<file path="config.mk">
export PLATFORM = sky130hd
export DESIGN_NAME = vga_frame_scheduler
export DESIGN_NICKNAME = d
export VERILOG_FILES = /design/src/rtl/vga_frame_scheduler.sv
export SDC_FILE = /design/constraint.sdc
export NUM_CORES = 1
export LEC_CHECK = 0
export CAP_MARGIN = 20
export CORE_ASPECT_RATIO = 0.8
export CORE_MARGIN = 2
export CORE_UTILIZATION = 46
export CTS_CLUSTER_SIZE = 24
export DETAILED_ROUTE_END_ITERATION = 8
export GPL_TIMING_DRIVEN = 0
export PLACE_DENSITY_LB_ADDON = 0.12
export SYNTH_ARGS = -nofsm -noshare
export SYNTH_HDL_FRONTEND = slang
export SYNTH_SLANG_ARGS = --single-unit
</file>
<file path="constraint.sdc">
create_clock -name CLOCK_50 -period 4.6 [get_ports CLOCK_50]
set_clock_uncertainty 0.2 [all_clocks]
set_input_delay 0.92 -clock CLOCK_50 [delete_from_list [all_inputs] [get_ports CLOCK_50]]
set_output_delay 0.92 -clock CLOCK_50 [all_outputs]
set_load 0.01 [all_outputs]
</file>
<file path="src/rtl/vga_frame_scheduler.sv">
// vga_frame_scheduler: per-tick erase/draw sequencer sharing one VGA write port among painter clients
module vga_frame_scheduler #(
  parameter int NUM_CLIENTS = 3,
  parameter int MAX_PIXELS = 256,
  parameter int CNT_W = 9
) (
  input  logic                     CLOCK_50,
  input  logic                     reset,
  input  logic                     game_pulse,
  input  logic                     clear_flags,
  output logic [NUM_CLIENTS-1:0]   client_start,
  output logic                     client_erase,
  output logic [NUM_CLIENTS-1:0]   client_ready,
  input  logic [NUM_CLIENTS-1:0]   client_valid,
  input  logic [NUM_CLIENTS-1:0]   client_last,
  input  logic [8*NUM_CLIENTS-1:0] client_x,
  input  logic [7*NUM_CLIENTS-1:0] client_y,
  input  logic [3*NUM_CLIENTS-1:0] client_colour,
  output logic                     plot,
  output logic [7:0]               x,
  output logic [6:0]               y,
  output logic [2:0]               colour,
  output logic                     game_tick_after_erase,
  output logic                     frame_done,
  output logic                     busy,
  output logic                     overrun_flag,
  output logic                     dropped_flag
);
  localparam int IW = NUM_CLIENTS > 1 ? $clog2(NUM_CLIENTS) : 1;
  typedef enum logic [2:0] {IDLE, START, STREAM, ADVANCE, UPDATE, DONE} state_t;
  state_t state, state_n;
  logic [IW-1:0] idx, idx_n;
  logic [CNT_W-1:0] count;
  logic erase_n, pending, pending_n, accept, at_cap, pass_end;
  assign accept = state == STREAM && client_valid[idx];
  assign at_cap = count == CNT_W'(MAX_PIXELS - 1);
  assign pass_end = accept && (client_last[idx] || at_cap);
  assign busy = state != IDLE;
  assign game_tick_after_erase = state == UPDATE;
  assign frame_done = state == DONE;
  assign client_start = state == START ? NUM_CLIENTS'(1) << idx : '0;
  assign client_ready = state == STREAM ? NUM_CLIENTS'(1) << idx : '0;
  always_comb begin
    state_n = state;
    idx_n = idx;
    erase_n = client_erase;
    pending_n = busy && (pending || game_pulse);
    case (state)
      IDLE: if (game_pulse || pending) begin
        state_n = START;
        erase_n = 1'b1;
        idx_n = '0;
      end
      START: state_n = STREAM;
      STREAM: state_n = pass_end ? ADVANCE : STREAM;
      ADVANCE: if (idx < IW'(NUM_CLIENTS - 1)) begin
        idx_n = idx + 1'b1;
        state_n = START;
      end else state_n = client_erase ? UPDATE : DONE;
      UPDATE: begin
        erase_n = 1'b0;
        idx_n = '0;
        state_n = START;
      end
      DONE: state_n = IDLE;
      default: state_n = IDLE;
    endcase
  end
  always_ff @(posedge CLOCK_50 or posedge reset) begin
    if (reset) begin
      state <= IDLE;
      idx <= '0;
      client_erase <= 1'b0;
      pending <= 1'b0;
      count <= '0;
      plot <= 1'b0;
      x <= '0;
      y <= '0;
      colour <= '0;
      overrun_flag <= 1'b0;
      dropped_flag <= 1'b0;
    end else begin
      state <= state_n;
      idx <= idx_n;
      client_erase <= erase_n;
      pending <= pending_n;
      count <= state == START ? '0 : accept ? count + 1'b1 : count;
      plot <= accept;
      if (accept) begin
        x <= client_x[8*idx +: 8];
        y <= client_y[7*idx +: 7];
        colour <= client_erase ? 3'b000 : client_colour[3*idx +: 3];
      end
      overrun_flag <= (pass_end && at_cap && !client_last[idx]) || (overrun_flag && !clear_flags);
      dropped_flag <= (game_pulse && busy && pending) || (dropped_flag && !clear_flags);
    end
  end
endmodule

</file>
==> metrics list, run 1 <==
* Peak supply drop: 0.000279 V
- By instance count, the leading cell after synthesis is sky130_fd_sc_hd__dfrtp_1.
* Final worst path period share: around 70%
* CP Max Fanout: 10
* Yosys top cell area share: 41.2%
- Via count of the first global-routing pass: approximately 2000
- Summing every instance area after synthesis gives 2250 µm².
- The floorplan step set the die height to 66.5 µm.
- Seq. cell area: 926 µm²
- Headroom to the max-slew limit came out at between 40% and 50%.
- TNS Setup: 0 ns
- Average routed wire per standard cell: roughly 15 µm
- Internal Dissipation: 1160 µW
- WP data arrival: approximately 2.1 ns
- Detailed-route via count: approximately 2000
- Including well taps, the total number of placed cells is 368.
- The final layout contains routed wiring with a total length of 5550 µm.
- Clock Latency Late Sink: 0.29 ns
* Yosys top cell by area: sky130_fd_sc_hd__dfrtp_1
* Die Outline Area: about 5500 µm²
- From left edge to right edge, the die measures between 80 and 90 µm.
- After synthesis the netlist holds a flip-flop and latch count of 37.
- Clock tree synthesis inserted a total of 5 buffers.
- After the last flow step, the layout net total stands at 384.
* Sw Ratio: 37.7%
- The number of gates resized after CTS was 0.
- Cell chain of the critical path: buf_6, buf_2, inv_1, ha_1, and2_1, clkdlybuf4s50_1
- Max H-tree Level: 2
- Post-layout minimum cycle time: around 3.2 ns
- In the routed layout, each cell is associated on average with a via count of 5.24.
- After legalization and detailed placement, the total HPWL measured 4280 µm.
- The worst setup path is captured at an output pin.
- The number of antenna violations at the first check in global routing was 0.
- In the synthesized netlist, the number of instances is 214.
- Clock Sinks: 37
- Wire length of the first global-routing pass: 9310 µm
- Starting utilization of the core area: 48.3%
* Portion of total power attributed to the clock network: 13.6%
- For this run, the share of the core covered by cells in the final layout is 72.4%.
- In the final layout, the share of cells above drive strength 1 is 14.2%.
- Critical path required time: 3.48 ns
- Worst Tran Pin Value: 0.849 ns
- Share of async-settable or async-resettable flops after synthesis: 100%
- Yosys printed 0 warnings.
* Post-synthesis cell type count: 47
- Max capacitance violation total: 0
- Yosys mapped a number of flops with a built-in enable equal to 0.
- Multi-input combinational cell area: 1220 µm²
- Slowest cell on crit path: sky130_fd_sc_hd__clkdlybuf4s50_1
- In this design, the stage delay of the slowest critical-path cell is roughly 0.47 ns.
- The critical path is of the reg2out type.
- Sequential elements use around 40% of the synthesized area.
- Synth cell count leaders: sky130_fd_sc_hd__dfrtp_1, sky130_fd_sc_hd__nand2_1, sky130_fd_sc_hd__mux2i_1
- The analysis attributes to net switching a power of 701 µW.
* Count of pins over their slew limit: 0
* Clock slew at the register clock pins of the worst setup and hold paths: around 0.070 ns
- Remaining DRCs: 0
- The final number of hold-violating endpoints was 0.
- Area of the core: 4650 µm²
- The detail route stage leaves a number of antenna-violating nets equal to 0.
- Total global routing overflow: 0
- Cell area reported after detailed placement: around 3300 µm²
- Fillcell total: 369
- In the global route stage, overall resource usage came out at 22.8%.
- After the first detailed-routing iteration, the DRC count stood at 70.
- The floorplan has 22 rows.
- The number of antenna diodes in the final layout is 0.
* Depth of the worst register-to-register path: 7
- Number of non-filler instances in the completed layout: 376
- Of the total power, registers draw 28.9%.
- In this run the tool buffered the top-level ports with 94 buffer cells.
- Avg Cell Area, Syn: 10.5 µm²
- From synthesis to final layout, the design area changed by 49.7%.
- Setup violations remaining at the end of the flow were counted as 0.
- Entering global routing, the biggest net connects 38 pins.
* Clk root buf: sky130_fd_sc_hd__clkbuf_8
* Class of the most critical hold timing path: reg2reg
- Crit start category: flip-flop
* Syn_nets: between 200 and 300
- Summed over all cells, the static leakage comes to 0.00144 µW.
- No sink is reached through more buffers than the 2 on the longest clock path.
* PwrDens: 553 nW/µm²
* Proportion of power drawn by combinational gates: between 50 and 60%
* Boundary Pins: 95
- First-pass iteration count of the detailed router: 4
- Cell area after layout: between 3000 and 4000 µm²
* RSZ-0062 raised after global routing: false
- Top post-synthesis cells by area: sky130_fd_sc_hd__dfrtp_1, sky130_fd_sc_hd__mux2i_1, sky130_fd_sc_hd__mux2_4
- In this run the post-CTS setup repair buffer count came out at 0.
- Run status: finished, final reports clean
- Along the worst hold path, the cell count comes to 1.
- In this run, post-CTS hold repair placed 0 buffers.
- Upper clock frequency limit: 311 MHz
- TritonCTS built the clock tree.
- The most used flip-flop cell after synthesis is sky130_fd_sc_hd__dfrtp_1.
* Final weighted congestion of routability-driven global placement: 0.861
[final cells by class]
class / count / area share, %
inverter: 6 / 0.818
sequential: 37 / 27.5
multi-input combinational: 158 / 36.2
clock buffer: 7 / 2.86
tap: 60 / 2.23
buffer: 13 / 2.30
timing repair buffer: 94 / 28.0
clock inverter: 1 / 0.149
[cells by family after synthesis]
group	after synthesis	synth area share, %
multiplexers	40	20.3
XOR/XNOR	1	0.390
AO/OA/AOI/OAI	41	13.1
AND/OR/NAND/NOR	71	17.6
buffers and inverters	19	4.67
adder cells (fa/ha/maj)	5	2.78
flip-flops	37	41.2
[worst max-delay path, delay by kind of cell, from the launching register on]
family | cells | cell delay [ns]
adder cells (fa/ha/maj) | 1 | 0.23
flip-flops | 1 | 0.38
AND/OR/NAND/NOR | 1 | 0.13
buffers and inverters | 4 | 1.06
[through the flow]
step / setup slack [ns] / hold WS, ns / total power (µW)
after floorplan: 2.27 / 0.255 / 1190
after global placement: 1.72 / 0.259 / 1600
after detailed placement: 1.69 / 0.266 / 1610
after CTS: 1.36 / 0.286 / 1880
after global routing: 1.25 / 0.304 / 2000
final: 1.38 / 0.284 / 1860
[power by group through the flow]
stage                     clock network, µW  registers (µW)  logic, µW
after global placement                    0             535       1060
after CTS                               257             538       1080
after global routing                    275             553       1180
final                                   253             537       1070
after detailed placement                  0             538       1080
after floorplan                           0             566        627
[worst paths after layout]
kind	start	endpoint	slack, ns
hold reg to reg	colour[2]$_DFFE_PP0N_	colour[2]$_DFFE_PP0N_	0.28
setup reg to reg	state[0]$_DFFE_PP0P_	x[4]$_DFFE_PP0N_	2.56
setup / recovery	idx[0]$_DFFE_PP0P_	client_start[2]	1.38
max in group asynchronous	reset	count[4]$_DFFE_PP0P_	2.81
min in group asynchronous	reset	x[6]$_DFFE_PP0N_	0.90
hold / removal	colour[2]$_DFFE_PP0N_	colour[2]$_DFFE_PP0N_	0.28
[cell usage in the layout (no fill, tap or decap), types with 3 or more instances in the layout]
master | Yosys | final
sky130_fd_sc_hd__nor2_1 | 8 | 8
sky130_fd_sc_hd__dfrtp_1 | 37 | 37
sky130_fd_sc_hd__clkdlybuf4s50_1 | 0 | 94
sky130_fd_sc_hd__ha_1 | 5 | 5
sky130_fd_sc_hd__mux2_2 | 9 | 9
sky130_fd_sc_hd__clkbuf_1 | 4 | 4
sky130_fd_sc_hd__buf_2 | 5 | 5
sky130_fd_sc_hd__o21ai_0 | 15 | 15
sky130_fd_sc_hd__inv_1 | 4 | 3
sky130_fd_sc_hd__a21o_1 | 3 | 3
sky130_fd_sc_hd__mux2_4 | 9 | 9
sky130_fd_sc_hd__o22ai_1 | 3 | 3
sky130_fd_sc_hd__and2_1 | 9 | 9
sky130_fd_sc_hd__mux2i_1 | 22 | 22
sky130_fd_sc_hd__nor2b_1 | 5 | 5
sky130_fd_sc_hd__clkbuf_8 | 0 | 7
sky130_fd_sc_hd__nor4_1 | 4 | 4
sky130_fd_sc_hd__nand2_1 | 23 | 23
sky130_fd_sc_hd__a22oi_1 | 3 | 3
sky130_fd_sc_hd__nand4_1 | 4 | 4
sky130_fd_sc_hd__nand3_1 | 3 | 3
sky130_fd_sc_hd__nand2b_1 | 4 | 4
[state kept, by name (all words and copies together), names as in the netlist]
name	cells
client_erase	1
y	7
overrun_flag	1
idx	2
count	9
dropped_flag	1
plot	1
pending	1
x	8
state	3
colour	3
[per-layer routing]
layer / vias to the layer above / part of all wire (%) / GRT usage [%]
met5: - / 0 / 0
met4: 0 / 0.97 / 5.83
met3: 6 / 7.9 / 8.40
met2: 69 / 46 / 35.7
met1: 923 / 45 / 30.0
li1: 972 / - / -
No activity file was read; power rests on OpenSTA's default activity.
==> run 2: changes to the inputs <==
--- a/config.mk
+++ b/config.mk
@@ -8,7 +8,7 @@
 export CAP_MARGIN = 20
 export CORE_ASPECT_RATIO = 0.8
 export CORE_MARGIN = 2
-export CORE_UTILIZATION = 46
+export CORE_UTILIZATION = 39
 export CTS_CLUSTER_SIZE = 24
 export DETAILED_ROUTE_END_ITERATION = 8
 export GPL_TIMING_DRIVEN = 0
==> constraint.sdc (replaced) <==
create_clock -name CLOCK_50 -period 2.66 [get_ports CLOCK_50]
set_clock_uncertainty 0.2 [all_clocks]
set_input_delay 0.532 -clock CLOCK_50 [delete_from_list [all_inputs] [get_ports CLOCK_50]]
set_output_delay 0.532 -clock CLOCK_50 [all_outputs]
set_load 0.01 [all_outputs]
==> metrics list, run 2 (same netlist as run 1, synthesis figures left out) <==
- TritonCTS built the clock tree.
- The number of global-route vias before repair was 2019 (-0.35%).
* Area of the core: 5500 µm² (+18%)
* Worst setup path class: reg2out
- The worst setup path is launched from a flip-flop.
- The post-DP HPWL was 4430 µm (+3.6%).
* Leading registers by flop count: count (9), x (8), y (7)
- Post-cts hold buffer count: 0 (unchanged)
- Clock Latency Late Sink: 0.29 ns (about the same)
- Initial antenna violation count: 0 (unchanged)
- The highest ir drop seen on vdd is 0.000381 V (+37%).
* Flip-flop count of the largest register after layout: 9 (unchanged)
- The worst hold path begins at colour[2]$_DFFE_PP0N_.
* Die span in x: 88.9 µm (+8.2%)
- Quantity of I/O buffers inserted on ports: 94 (unchanged)
- Maximum number of pins on one net before global-route repair: 38 (unchanged)
* Max H-tree Level: 2 (unchanged)
- Static timing analysis puts the maximum clock frequency at 391 MHz.
- M1 wire length: 2600 µm (+3.1%)
- The final hold slack came to 0.292 ns (+0.00728 ns).
- The vias after detailed routing was 1957 (-0.66%).
- Layout area overhead: 51.0%
* Cell area reported after detailed placement: 3290 µm² (+0.69%)
* Worst reg2reg setup slack: 0.58 ns (-1.98 ns)
- Count of pins over their slew limit: 0 (unchanged)
- Total setup violations reported at the end of the flow: 0 (unchanged)
- Critical path required time: 1.93 ns (-1.55 ns)
- The startpoint identified for the worst register-to-register timing path is state[0]$_DFFE_PP0P_.
- Vias per Instance: 4.99 (-4.7%)
* Routed met3 length: 346 µm (-21%)
* Number of nets with antenna violations after detailed routing: 0 (unchanged)
- CP Max Fanout: 19 (+9)
- The worst path needs 2.56 ns of the cycle, external delays included.
- PwrDens: 940 nW/µm² (+70%)
* Fraction of the core area covered by cells at the end of the flow: 61.8% (-11 points)
- Cell area after layout: 3400 µm² (+0.89%)
- The min-delay analysis places its worst path in the category reg2reg.
- The wire length of the first global-routing pass is 9460 µm (+1.6%).
- The total global-route track usage is 19.4% (-3.5 points).
- The sum of negative setup slack is 0 ns (unchanged).
* Final weighted congestion of routability-driven global placement: 0.860 (about the same)
- The setup slack after placement was 0.137 ns (-1.55 ns).
- The worst hold path terminates at colour[2]$_DFFE_PP0N_.
* Top library cells by usage in the layout, fill and taps aside: sky130_fd_sc_hd__clkdlybuf4s50_1, sky130_fd_sc_hd__dfrtp_1, sky130_fd_sc_hd__nand2_1
- Run status: finished, final reports clean
* Worst Tran Pin Value: 0.768 ns (-0.0808 ns)
- Hold violation total from the final report: 0 (unchanged)
- The number of design rule violations left after detail routing came to 0 (unchanged).
* Nets: 384 (unchanged)
- Routed met2 length: 2720 µm (+7.5%)
* Maximum root-to-sink buffer count: 2 (unchanged)
- Die Outline Area: 6390 µm² (+17%)
* Ant diodes: 0 (unchanged)
- The starting density of the core is 40.9% (-7.4 points).
- The number of detailed-routing iterations run before antenna repair is 4 (unchanged).
- The number of fillers in the final layout was 499 (+35%).
- The count of cells along the worst register-to-register path came to 7 (unchanged).
- Leading cell type in the layout, fill and taps excluded: sky130_fd_sc_hd__clkdlybuf4s50_1
- The worst path arrival time is 1.82 ns (-0.28 ns).
* Number of rows in the core area: 24 (+9.1%)
- Multi-input combinational cell area: 1230 µm² (+1.2%)
- Total clock buffers created by CTS: 5 (unchanged)
* Critical Path Sink Type: output pin
- The remaining global-route overflow is 0 (unchanged).
- Leakage dissipation: 0.00145 µW (+1.2%)
- Seq. cell area: 926 µm² (unchanged)
* Average routed wire per standard cell: 14.7 µm (-0.19%)
- Dividing the final minimum period by the clock period gives 96.1%.
- The count of clock tree sinks is 37 (unchanged).
- Die outline height: 71.9 µm (+8.1%)
- The detailed-route wire length was 5770 µm (+4.1%).
* Least setup slack across all paths after layout: 0.105 ns (-1.28 ns)
- Clk root buf: sky130_fd_sc_hd__clkbuf_8
* Max capacitance violation total: 0 (unchanged)
- Max-Slew Margin vs Limit: 48.7% (+5.7 points)
* Clock slew at the register clock pins of the worst setup and hold paths: 0.07 ns (about the same)
* RSZ-0062 raised after global routing: false
- count holds more flip-flops than any other register.
- Iteration-0 DRC Markers: 56 (-20%)
- The fraction of final layout cells with drive strength greater than 1 was 14.6% (+0.41 points).
- The number of primary I/O pins came to 95 (unchanged).
- Reg-to-Reg End: x[7]$_DFFE_PP0N_
- Hold-critical path depth: 1 (unchanged)
* Uppermost metal layer occupied by signal nets: met4
==> run 2: changes by cell type in the layout (fill, tap and decap cells not counted), sizes merged <==
cell	before	now
clkdlybuf4s50	94	93
buf	9	8
clkbuf	11	10
dlymetal6s2s	0	1
==> run 2: critical path: stages (launching register included) <==
cell                              delay (ns)
sky130_fd_sc_hd__dfrtp_1                0.43
sky130_fd_sc_hd__buf_12                 0.18
sky130_fd_sc_hd__inv_1                  0.11
sky130_fd_sc_hd__ha_1                   0.17
sky130_fd_sc_hd__and2_1                 0.11
sky130_fd_sc_hd__clkdlybuf4s50_1        0.53
==> run 2: worst max-delay path by stage <==
stage	from	end	slack, ns	cells after the start
after detailed placement	idx[0]$_DFFE_PP0P_	client_ready[0]	0.14	6
final	idx[0]$_DFFE_PP0P_	client_ready[0]	0.10	5
after global placement	idx[0]$_DFFE_PP0P_	client_start[2]	0.16	6
after floorplan	client_valid[0]	x[1]$_DFFE_PP0N_	0.72	6
after CTS	state[0]$_DFFE_PP0P_	client_start[1]	0.004	5
after global routing	idx[0]$_DFFE_PP0P_	client_ready[2]	0.002	5
==> run 2: area by class of cell <==
cell class	count	share of cell area, %
Buffer	12	2.51
Clock buffer	5	2.03
Clock inverter	1	0.147
Inverter	6	0.884
Multi-Input combinational cell	158	36.3
Sequential cell	37	27.3
Tap cell	78	2.87
Timing Repair Buffer	95	28.0
==> run 2: repair_timing <==
action                     CTS  global route
setup endpoints to repair    5             7
gates resized for setup      2             9
buffers inserted             0             1
==> run 2: metal layers <==
| layer | vias to the layer above | global-route usage (%) |
|---|---|---|
| met5 | - | 0 |
| met4 | 0 | 6.73 |
| met3 | 9 | 4.78 |
| met2 | 63 | 31.7 |
| met1 | 910 | 25.1 |
| li1 | 975 | - |
==> run 2: through the flow <==
stage / cells / power (µW)
final: 392 / 3190
after global routing: 392 / 3430
after CTS: 391 / 3190
after detailed placement: 386 / 2800
after global placement: 386 / 2770
after floorplan: 214 / 2060
==> run 2: power by group <==
part	internal, µW	switching, µW	leakage, µW
Combinational	1020	878	0.000940
Clock	172	193	0.0000399
Sequential	780	144	0.000473
Total	1980	1210	0.00145
==> run 3: changes to the inputs <==
--- a/config.mk
+++ b/config.mk
@@ -5,7 +5,6 @@
 export SDC_FILE = /design/constraint.sdc
 export NUM_CORES = 1
 export LEC_CHECK = 0
-export CAP_MARGIN = 20
 export CORE_ASPECT_RATIO = 0.8
 export CORE_MARGIN = 2
 export CORE_UTILIZATION = 39
==> results of run 3 <==
Final layout, timing and power as in run 2 (identical DEF).
